===== src/rtl/rf_sched_pkg.sv =====
// ----------------------------------------------------------------------------
// rf_sched_pkg
// Shared definitions for the register-file write scheduler: default sizes,
// the scheduler state encoding and the index of the hard-wired zero register.
// ----------------------------------------------------------------------------
package rf_sched_pkg;

    localparam int DEF_DATA_W     = 32;
    localparam int DEF_ADDR_W     = 5;
    localparam int DEF_NUM_REGS   = 32;
    localparam int DEF_STARVE_MAX = 4;

    // Register x0 always reads as zero; writes to it are swallowed.
    localparam int X0_IDX = 0;

    typedef enum logic {
        INIT,   // zero-fill sweep owns the write port
        RUN     // core / accelerator arbitration
    } sched_state_t;

endpackage


===== src/rtl/rf_clear_sequencer.sv =====
// ----------------------------------------------------------------------------
// rf_clear_sequencer
// Walks an index from 0 to NUM_REGS-1, one step per enabled cycle, so the
// parent can write zero into every register after reset.
//
// Ports:
//   clock      in   rising-edge clock
//   reset      in   synchronous, active-low
//   i_en       in   sweep may advance this cycle
//   o_wr_en    out  a clear write is presented this cycle
//   o_wr_addr  out  register index being cleared
//   o_done     out  high while enabled after the last index was issued
// ----------------------------------------------------------------------------
module rf_clear_sequencer
    import rf_sched_pkg::*;
#(
    parameter int ADDR_W   = DEF_ADDR_W,
    parameter int NUM_REGS = DEF_NUM_REGS
) (
    input  logic              clock,
    input  logic              reset,
    input  logic              i_en,
    output logic              o_wr_en,
    output logic [ADDR_W-1:0] o_wr_addr,
    output logic              o_done
);

    logic [ADDR_W-1:0] r_idx;
    logic              r_swept;
    logic              w_last;

    assign w_last = (r_idx == ADDR_W'(NUM_REGS - 1));

    // NOTE: sequential state uses non-blocking assignments so every register
    // samples the pre-edge values regardless of statement order.
    always_ff @(posedge clock) begin
        if (!reset) begin
            r_idx   <= '0;
            r_swept <= 1'b0;
        end else if (i_en && !r_swept) begin
            if (w_last) begin
                r_swept <= 1'b1;
            end else begin
                r_idx <= r_idx + ADDR_W'(1);
            end
        end
    end

    assign o_wr_en   = i_en && !r_swept;
    assign o_wr_addr = r_idx;
    // Falls as soon as the parent leaves INIT and drops i_en.
    assign o_done    = i_en && r_swept;

endmodule


===== src/rtl/rf_write_scheduler.sv =====
// ----------------------------------------------------------------------------
// rf_write_scheduler
// Owns the single write port of the register file. After reset it clears
// every register with a zero-fill sweep, then arbitrates between the core
// writeback stage and the kNN accelerator result writer. The core has
// priority, but an accelerator denied STARVE_MAX cycles in a row is forced
// to win the next one. The register-file write signals are registered.
//
// Ports:
//   clock, reset                        clock; synchronous active-low reset
//   core_wr_valid/addr/data, _ready     core writeback request + accept
//   acc_wr_valid/addr/data, _ready      accelerator request + accept
//   rf_regwrite/rf_write_reg/_data      registered register-file write port
//   init_done                           high once the clear sweep finished
// ----------------------------------------------------------------------------
module rf_write_scheduler
    import rf_sched_pkg::*;
#(
    parameter int DATA_W     = DEF_DATA_W,
    parameter int ADDR_W     = DEF_ADDR_W,
    parameter int NUM_REGS   = DEF_NUM_REGS,
    parameter int STARVE_MAX = DEF_STARVE_MAX
) (
    input  logic              clock,
    input  logic              reset,
    input  logic              core_wr_valid,
    input  logic [ADDR_W-1:0] core_wr_addr,
    input  logic [DATA_W-1:0] core_wr_data,
    output logic              core_wr_ready,
    input  logic              acc_wr_valid,
    input  logic [ADDR_W-1:0] acc_wr_addr,
    input  logic [DATA_W-1:0] acc_wr_data,
    output logic              acc_wr_ready,
    output logic              rf_regwrite,
    output logic [ADDR_W-1:0] rf_write_reg,
    output logic [DATA_W-1:0] rf_write_data,
    output logic              init_done
);

    localparam int CNT_W = $clog2(STARVE_MAX + 1);

    sched_state_t      r_state, w_state_next;
    logic [CNT_W-1:0]  r_starve, w_starve_next;
    logic              r_regwrite, w_we_next;
    logic [ADDR_W-1:0] r_write_reg, w_reg_next;
    logic [DATA_W-1:0] r_write_data, w_data_next;

    logic              w_seq_en;
    logic [ADDR_W-1:0] w_seq_addr;
    logic              w_seq_done;
    logic              w_run;
    logic              w_force;
    logic              w_core_hs;
    logic              w_acc_hs;

    rf_clear_sequencer #(
        .ADDR_W   (ADDR_W),
        .NUM_REGS (NUM_REGS)
    ) u_clear_seq (
        .clock     (clock),
        .reset     (reset),
        .i_en      (r_state == INIT),
        .o_wr_en   (w_seq_en),
        .o_wr_addr (w_seq_addr),
        .o_done    (w_seq_done)
    );

    // Readies depend only on core_wr_valid and registered state, so no
    // combinational loop can form through a requester.
    assign w_run         = (r_state == RUN);
    assign w_force       = (r_starve == CNT_W'(STARVE_MAX));
    assign core_wr_ready = w_run && !w_force;
    assign acc_wr_ready  = w_run && (w_force || !core_wr_valid);
    // The ready terms are mutually exclusive whenever the core is valid,
    // so at most one of these can be true.
    assign w_core_hs     = core_wr_valid && core_wr_ready;
    assign w_acc_hs      = acc_wr_valid && acc_wr_ready;

    always_comb begin
        // NOTE: every output of this block gets a default before any branch,
        // which keeps synthesis from inferring latches on unassigned paths.
        w_state_next  = r_state;
        w_starve_next = r_starve;
        w_we_next     = 1'b0;
        w_reg_next    = r_write_reg;
        w_data_next   = r_write_data;

        case (r_state)
            INIT: begin
                w_starve_next = '0;
                if (w_seq_en) begin
                    w_we_next   = 1'b1;
                    w_reg_next  = w_seq_addr;
                    w_data_next = '0;
                end
                if (w_seq_done) begin
                    w_state_next = RUN;
                end
            end

            RUN: begin
                // A write to x0 completes its handshake but never asserts
                // the enable, so x0 stays zero.
                if (w_core_hs) begin
                    w_we_next   = (core_wr_addr != ADDR_W'(X0_IDX));
                    w_reg_next  = core_wr_addr;
                    w_data_next = core_wr_data;
                end else if (w_acc_hs) begin
                    w_we_next   = (acc_wr_addr != ADDR_W'(X0_IDX));
                    w_reg_next  = acc_wr_addr;
                    w_data_next = acc_wr_data;
                end

                if (!acc_wr_valid || w_acc_hs) begin
                    w_starve_next = '0;
                end else if (!w_force) begin
                    w_starve_next = r_starve + CNT_W'(1);
                end
            end

            default: w_state_next = INIT;
        endcase
    end

    always_ff @(posedge clock) begin
        if (!reset) begin
            r_state      <= INIT;
            r_starve     <= '0;
            r_regwrite   <= 1'b0;
            r_write_reg  <= '0;
            r_write_data <= '0;
        end else begin
            r_state      <= w_state_next;
            r_starve     <= w_starve_next;
            r_regwrite   <= w_we_next;
            r_write_reg  <= w_reg_next;
            r_write_data <= w_data_next;
        end
    end

    assign rf_regwrite   = r_regwrite;
    assign rf_write_reg  = r_write_reg;
    assign rf_write_data = r_write_data;
    assign init_done     = w_run;

endmodule


===== config.mk =====
export PLATFORM = sky130hd
export DESIGN_NAME = rf_write_scheduler
export DESIGN_NICKNAME = d
export VERILOG_FILES = /design/src/rtl/rf_sched_pkg.sv /design/src/rtl/rf_clear_sequencer.sv /design/src/rtl/rf_write_scheduler.sv
export SDC_FILE = /design/constraint.sdc
export NUM_CORES = 1
export LEC_CHECK = 0
export CAP_MARGIN = 40
export CORE_MARGIN = 8
export CORE_UTILIZATION = 35
export DETAILED_ROUTE_END_ITERATION = 12
export GPL_TIMING_DRIVEN = 0
export PLACE_DENSITY = 0.7
export SLEW_MARGIN = 20
export SYNTH_ARGS = -nofsm -noshare
export SYNTH_HDL_FRONTEND = slang
export SYNTH_SLANG_ARGS = --single-unit
export TNS_END_PERCENT = 100

===== constraint.sdc =====
create_clock -name clock -period 4.4 [get_ports clock]
set_input_delay 1.1 -clock clock [delete_from_list [all_inputs] [get_ports clock]]
set_output_delay 1.1 -clock clock [all_outputs]
set_load 0.05 [all_outputs]

==> results of run 1 <==
==> worst reg2reg max path, stage by stage, from the launching register on <==
cell and delay [ns]:
dfxtp_1 0.36, ha_1 0.21, and3_1 0.18, ha_1 0.23, or3_4 0.36, or3_1 0.37
a21oi_1 0.15
==> worst max-delay path by stage <==
stage | end | depth (start not counted) | start
global route | acc_wr_ready | 6 | core_wr_valid
global placement | acc_wr_ready | 6 | core_wr_valid
CTS | acc_wr_ready | 6 | core_wr_valid
finish | acc_wr_ready | 6 | core_wr_valid
detailed placement | acc_wr_ready | 6 | core_wr_valid
floorplan | acc_wr_ready | 5 | core_wr_valid
==> power breakdown <==
| group | total, mW | internal [mW] | switching [mW] |
|---|---|---|---|
| clock network | 0.440 | 0.284 | 0.156 |
| logic | 0.151 | 0.0953 | 0.0557 |
| registers | 0.442 | 0.439 | 0.00342 |
| total | 1.03 | 0.818 | 0.215 |
==> routing by layer <==
layer	track usage [%]	share of wire, %
met5	0	0
met4	5.821	1.2
met3	5.028	8.4
met2	25.57	47
met1	17.65	43
==> logic make-up (layout without fill, tap and decap cells) <==
group	count (synthesis)	count (layout)	synth area share, %
AOI/OAI and AO/OA	54	54	14.94
xor gates and xnor gates	3	3	1.085
adders and majority gates	4	4	2.067
buffers and inverters	28	153	5.994
DFF	48	48	39.69
muxes	35	35	14.47
and+or+nand+nor	101	101	21.76
==> layout make-up <==
class	instances	area, µm²	share of cell area (%)
clock buffers	5	68.82	1.787
flip-flops and latches	48	960.9	24.95
well taps	80	100.1	2.599
multi-input cells	197	1315	34.15
plain buffers	21	118.9	3.086
repair buffers	117	1171	30.41
clock inverters	3	90.09	2.339
inverters	7	26.28	0.6823
==> metrics by stage <==
| stage | utilization (%) | power (mW) | instances |
|---|---|---|---|
| detailed placement | 54.65 | 0.6047 | 470 |
| floorplan | - | 0.5183 | 273 |
| CTS | 57.00 | 1.048 | 478 |
| global placement | 54.65 | 0.6033 | 470 |
| global route | 57.00 | 1.072 | 478 |
| finish | 57.00 | 1.033 | 478 |
==> cell usage in the layout (no fill, tap or decap), drive strengths merged, types with 3 or more instances in the layout <==
cell type	n
a2111oi	3
a211oi	4
a21oi	4
and2	34
buf	10
bufinv	3
clkbuf	16
clkdlybuf4s50	117
dfxtp	48
ha	4
inv	6
mux2i	35
nand2	37
nand2b	5
nand3	3
nor2	8
o21ai	4
o22ai	32
or2	3
xnor2	3
==> impl_metrics.ini, run 1 <==
[critical_path]
cp.required_ns = 3.30
worst-setup-path-type = input pin to output port
r2r-start = u_clear_seq.o_wr_addr[0]
ff2ff_path_depth = 6
path_cells = buf_4 > a21bo_1 > buf_4 > buf_6 > and2_1 > clkdlybuf4s50_1
path_max_fanout = 10
path_delay_family = buffers and inverters
rrSetupSlack_ns = 2.47
critical_path.most_common_cell = buf_4
arrival_ns = 2.67
crit_slowest_cell = clkdlybuf4s50_1
critPathLaunchType = input pin
crit_path_end_kind = output port
slowest_delay_ns = 0.81
timing.rr.end = u_clear_seq.o_wr_addr[3]
crit_buf_inv = 4

[floorplan]
ios = 119
start_util_pct = 35.83
coreArea_um2 = 6756
dieArea_um2 = 9835
rows = 30
die_w_um = 99.17
fp.dieH_um = 99.17

[logic_synthesis]
async_flop_share_pct = 0
synthCells = 273
synth.most_common_cell = dfxtp_1
yosysTopAreaCell = dfxtp_1
yosysWarnings = 0
synth_area_um2 = 2421
syn_area_per_cell_um2 = 8.868
yosysUniqueCellTypes = 34
ys_ff_latch = 48
ys_seq_area_share_pct = 39.69
ys.flop_type = dfxtp_1
synth.net_count = 355
yosys-top-cells-count = 48 x dfxtp_1, 37 x nand2_1, 35 x mux2i_1, 34 x and2_1, 32 x o22ai_1
synth_area_leaders = dfxtp_1 40%, mux2i_1 14%, and2_1 8.8%
yosysTopAreaCellShare_pct = 39.69
synth_edf_count = 0

[sta]
clock-skew-final_ns = 0.008427
fmax_ghz = 0.2653
whs_ns = 0.4613
hold_violations = 0
setup_viol = 0
slew_violations = 0
period_minus_slack_ns = 3.770
slew-limit-headroom_pct = 63.92
setup_ws_ns = 0.6305
worst_slew_pin_slew_ns = 0.5394
fin_tns_setup_ns = 0
fin_crit_sh_pct = 85.67
rsz0062_at_grt = no

[min_path]
hp-start = r_starve[0]
holdPathStages = 1
hold_class = flip-flop to flip-flop
hold_end = r_starve[0]

[global_routing]
grt_start_max_net_pins = 16
first_global_vias = 2525
antenna_found_initial = 0
grt_overflow_total = 0
grt_pass1_wl_mm = 12.28
track_usage_pct = 15.27

[routing]
wl_per_cell_um = 16.01
viasPerCell = 5.092
drcViolationCount = 0
postRouteAntennaNets = 0
detail_route.first_pass.iterations = 4
wirelength_mm = 7.652
drt-initial-drc-count = 66
dr_total_vias = 2434

[cts]
post_cts_resized = 0
cts.sinks = 48
root_buffer = clkbuf_8
cts_buffer_depth = 2
cts_hold_buf = 0
cts-htree-levels = 2
cts_tree = yes
numCtsBuffers = 5
insertion_delay_ns = 0.30
clk_pin_slew_ns = 0.09
post-cts-setup-buffers = 0

[place]
place_congestion = 0.8310
dp_slack_ns = 0.6185
portBuffers = 117
dp_hpwl_mm = 5.970
dpl_cell_area_um2 = 3692

[layout]
nFillCells = 642
drive_above_1_share_pct = 5.779
largest_reg_flops = 32
stdcell_area_um2 = 3851
areaGrowthSynthToFinish_pct = 59.07
final_nets = 479
diodes = 0

[pwr]
powerDensity_nw_per_um2 = 268.3
vdd_ir_drop_max_uv = 121.5
power_leakage_nw = 1.439

[status]
status = completed

[run]
drv_cap = 0
No activity file was read; power rests on OpenSTA's default activity.
==> run 2: changes to the inputs <==
- CORE_MARGIN: 8 -> 2
- SLEW_MARGIN: 20 -> 40
==> impl_metrics.ini, run 2 (same netlist as run 1, synthesis figures left out) <==
[layout]
diodes = 0
drive_above_1_share_pct = 5.779
final_nets = 479
final_util_pct = 56.02
stdcell_area_um2 = 3785
mostFrequentLayoutCells = 117 x clkdlybuf4s50_1, 48 x dfxtp_1, 37 x nand2_1
final_common_cell = clkdlybuf4s50_1
areaGrowthSynthToFinish_pct = 56.33
final_cells = 478
largest_reg_flops = 32

[routing]
drcViolationCount = 0
dr_total_vias = 2393
wl_per_cell_um = 14.38
drt-initial-drc-count = 88
postRouteAntennaNets = 0
viasPerCell = 5.006
detail_route.first_pass.iterations = 4
wirelength_mm = 6.876

[critical_path]
critical_path.most_common_cell = buf_4
slowest_delay_ns = 0.80
path_cells = buf_4 > a21bo_1 > buf_4 > buf_6 > and2_1 > clkdlybuf4s50_1
r2r-start = u_clear_seq.o_wr_addr[0]
timing.rr.end = u_clear_seq.o_wr_addr[3]
rrSetupSlack_ns = 2.52
crit_slowest_cell = clkdlybuf4s50_1
worst-setup-path-type = input pin to output port
critPathLaunchType = input pin
ff2ff_path_depth = 6
cp.required_ns = 3.30
path_max_fanout = 10
crit_path_end_kind = output port
arrival_ns = 2.67

[sta]
fin_tns_setup_ns = 0
fin_crit_sh_pct = 85.64
clock-skew-final_ns = 0.003448
worst_slew_pin_slew_ns = 0.5251
setup_viol = 0
slew-limit-headroom_pct = 64.88
hold_violations = 0
slew_violations = 0
period_minus_slack_ns = 3.768
rsz0062_at_grt = no
fmax_ghz = 0.2654

[pwr]
power_uw = 866.7
power_leakage_nw = 1.412
powerDensity_nw_per_um2 = 229.0
vdd_ir_drop_max_uv = 107.4

[status]
status = completed

[cts]
numCtsBuffers = 5
cts-htree-levels = 2
cts_buffer_depth = 2
root_buffer = clkbuf_8
clk_pin_slew_ns = 0.09
cts.sinks = 48
post-cts-setup-buffers = 0
insertion_delay_ns = 0.30
cts_hold_buf = 0
post_cts_resized = 0
cts_tree = yes

[min_path]
hold_end = r_starve[0]
hp-start = r_starve[0]
hold_class = flip-flop to flip-flop
holdPathStages = 1

[place]
place_congestion = 0.8167
dpl_cell_area_um2 = 3692
portBuffers = 117
placed_cells = 470
dp_hpwl_mm = 5.230

[floorplan]
coreArea_um2 = 6756
ios = 119
fp.dieH_um = 87.17
rows = 30
die_w_um = 87.17
start_util_pct = 35.83
dieArea_um2 = 7599

[global_routing]
grt_start_max_net_pins = 15
first_global_vias = 2345
antenna_found_initial = 0
grt_pass1_wl_mm = 11.00
track_usage_pct = 18.39
grt_overflow_total = 0

[run]
drv_cap = 0
==> run 2: cell count changes in the layout (fill, tap and decap cells not counted), sizes merged <==
cell / before / now
bufinv: 3 / 0
clkinv: 1 / 3
clkbuf: 16 / 17
==> run 2: how the worst max path moves through the flow <==
stage	from	endpoint
final	core_wr_valid	acc_wr_ready
after global routing	core_wr_valid	acc_wr_ready
after CTS	core_wr_valid	acc_wr_ready
after detailed placement	core_wr_valid	acc_wr_ready
after global placement	core_wr_valid	acc_wr_ready
after floorplan	core_wr_valid	acc_wr_ready
==> run 2: layout make-up <==
cell class                      instances  area (µm²)
Inverter                                7       26.28
Tap cell                               80       100.1
Timing Repair Buffer                  117        1171
Fill cell                             622        2972
Clock buffer                            6       82.58
Multi-Input combinational cell        197        1315
Clock inverter                          2       10.01
Buffer                                 21       118.9
Sequential cell                        48       960.9
==> run 2: worst max-delay path, delay by kind of cell <==
family	cells	cell delay [ns]
AND/OR/NAND/NOR	1	0.15
AO/OA/AOI/OAI	1	0.17
buffers and inverters	4	1.24
==> run 2: through the flow <==
step / hold slack (ns) / setup slack (ns)
final: 0.4608 / 0.6318
after global routing: 0.4850 / 0.5821
after CTS: 0.4679 / 0.6263
after detailed placement: 0.4538 / 0.6272
after global placement: 0.4287 / 0.6260
after floorplan: 0.4173 / 1.208
==> run 2: metal layers <==
metal  up-vias  share of wire (%)  global-route usage (%)
li1       1210                  -                       -
met1      1097                 46                   23.31
met2        80                 47                   31.16
met3         6                6.0                   4.360
met4         0                1.1                   5.175
met5         -                  0                       0
==> run 2: where the power goes <==
part	internal (mW)	total [mW]	switching, mW
Clock	0.126	0.274	0.148
Sequential	0.438	0.442	0.00361
Combinational	0.0954	0.151	0.0554
==> run 3: changes to the inputs <==
- CELL_PAD_IN_SITES_DETAIL_PLACEMENT: default -> 1
- CELL_PAD_IN_SITES_GLOBAL_PLACEMENT: default -> 1
- CORE_UTILIZATION: 35 -> 31
- PLACE_DENSITY: 0.7 -> 0.85
==> impl_metrics.ini, run 3 (same netlist as run 1, synthesis figures left out) <==
[status]
status = completed

[sta]
slew_violations = 0
hold_violations = 0
period_minus_slack_ns = 3.786
fin_crit_sh_pct = 86.04
rsz0062_at_grt = no
worst_slew_pin_slew_ns = 0.5413
setup_viol = 0
clock-skew-final_ns = 0.002953
fmax_ghz = 0.2642
fin_tns_setup_ns = 0
slew-limit-headroom_pct = 63.80

[cts]
cts-htree-levels = 2
cts_tree = yes
numCtsBuffers = 5
clk_pin_slew_ns = 0.09
post-cts-setup-buffers = 0
post_cts_resized = 0
cts_buffer_depth = 2
root_buffer = clkbuf_8
insertion_delay_ns = 0.30
cts_hold_buf = 0
cts.sinks = 48

[critical_path]
critical_path.most_common_cell = buf_4
crit_buf_inv = 4
crit_path_end_kind = output port
slowest_delay_ns = 0.79
path_delay_family = buffers and inverters
path_cells = buf_4 > a21bo_1 > buf_4 > buf_6 > and2_1 > clkdlybuf4s50_1
path_max_fanout = 10
worst-setup-path-type = input pin to output port
crit_slowest_cell = clkdlybuf4s50_1
critPathLaunchType = input pin
ff2ff_path_depth = 6
path_depth = 6
arrival_ns = 2.69
cp.required_ns = 3.30

[layout]
final_nets = 479
final_common_cell = clkdlybuf4s50_1
multi_input_comb_area_um2 = 1315
mostFrequentLayoutCells = 117 x clkdlybuf4s50_1, 48 x dfxtp_1, 37 x nand2_1
nFillCells = 881
diodes = 0
register_area_um2 = 960.9
drive_above_1_share_pct = 5.779
areaGrowthSynthToFinish_pct = 57.47
final_util_pct = 49.85
largest_reg_flops = 32

[floorplan]
start_util_pct = 31.66
rows = 32
dieArea_um2 = 8533
die_w_um = 92.38
coreArea_um2 = 7647
ios = 119
fp.dieH_um = 92.38

[routing]
drt-initial-drc-count = 51
wirelength_mm = 7.784
postRouteAntennaNets = 0
wl_per_cell_um = 15.57
detail_route.first_pass.iterations = 4
viasPerCell = 4.954
dr_total_vias = 2477
drcViolationCount = 0

[pwr]
power_uw = 869.5
vdd_ir_drop_max_uv = 99.94
powerDensity_nw_per_um2 = 228.1
power_leakage_nw = 1.412

[global_routing]
grt_pass1_wl_mm = 12.45
first_global_vias = 2592
antenna_found_initial = 0
grt_overflow_total = 0
track_usage_pct = 18.16
grt_start_max_net_pins = 15

[place]
dp_hpwl_mm = 6.042
portBuffers = 117
place_congestion = 0.8506

[min_path]
holdPathStages = 1
hold_class = flip-flop to flip-flop

[run]
drv_cap = 0
-- run 3: cell counts in the layout (fill, tap and decap cells not counted) --
Identical to the previous run, type by type.
-- run 3: cell type report --
class / count / area share [%]
multi-input combinational: 197 / 34.49
timing repair buffer: 117 / 30.72
sequential: 48 / 25.21
tap: 102 / 3.348
buffer: 21 / 3.118
clock buffer: 6 / 2.166
inverter: 7 / 0.6892
clock inverter: 2 / 0.2626
-- run 3: final timing paths --
kind	startpoint	end	slack [ns]
max	core_wr_valid	acc_wr_ready	0.61
min	r_starve[0]	r_starve[0]	0.45
max reg2reg	u_clear_seq.o_wr_addr[0]	u_clear_seq.o_wr_addr[3]	2.49
min reg2reg	r_starve[0]	r_starve[0]	0.45
-- run 3: layer usage --
metal	global-route usage (%)	vias up	share of wire, %
met1	21.40	1184	42
met5	0	-	0
li1	-	1210	-
met2	33.03	76	51
met4	5.224	0	1.2
met3	3.824	7	5.5
-- run 3: power breakdown --
part	internal [mW]	total, mW	switching [mW]
clock network	0.126	0.273	0.148
logic	0.0957	0.154	0.0586
registers	0.438	0.442	0.00350
total	0.660	0.870	0.210
-- run 3: worst reg2reg max path: cells and delay by family, from the launching register on --
kind                     cells  cell delay (ns)
AND/OR/NAND/NOR              3             0.90
adder cells (fa/ha/maj)      2             0.44
flip-flops                   1             0.36
AO/OA/AOI/OAI                1             0.15
-- run 3: through the flow --
stage / instances / setup WS (ns) / instance area, µm² / hold slack, ns
detailed placement: 492 / 0.6041 / 3720 / 0.4412
global placement: 492 / 0.6269 / 3720 / 0.4286
floorplan: 273 / 1.208 / 2421 / 0.4173
finish: 500 / 0.6143 / 3812 / 0.4514
global route: 500 / 0.5510 / 3812 / 0.4991
CTS: 500 / 0.6034 / 3812 / 0.4537
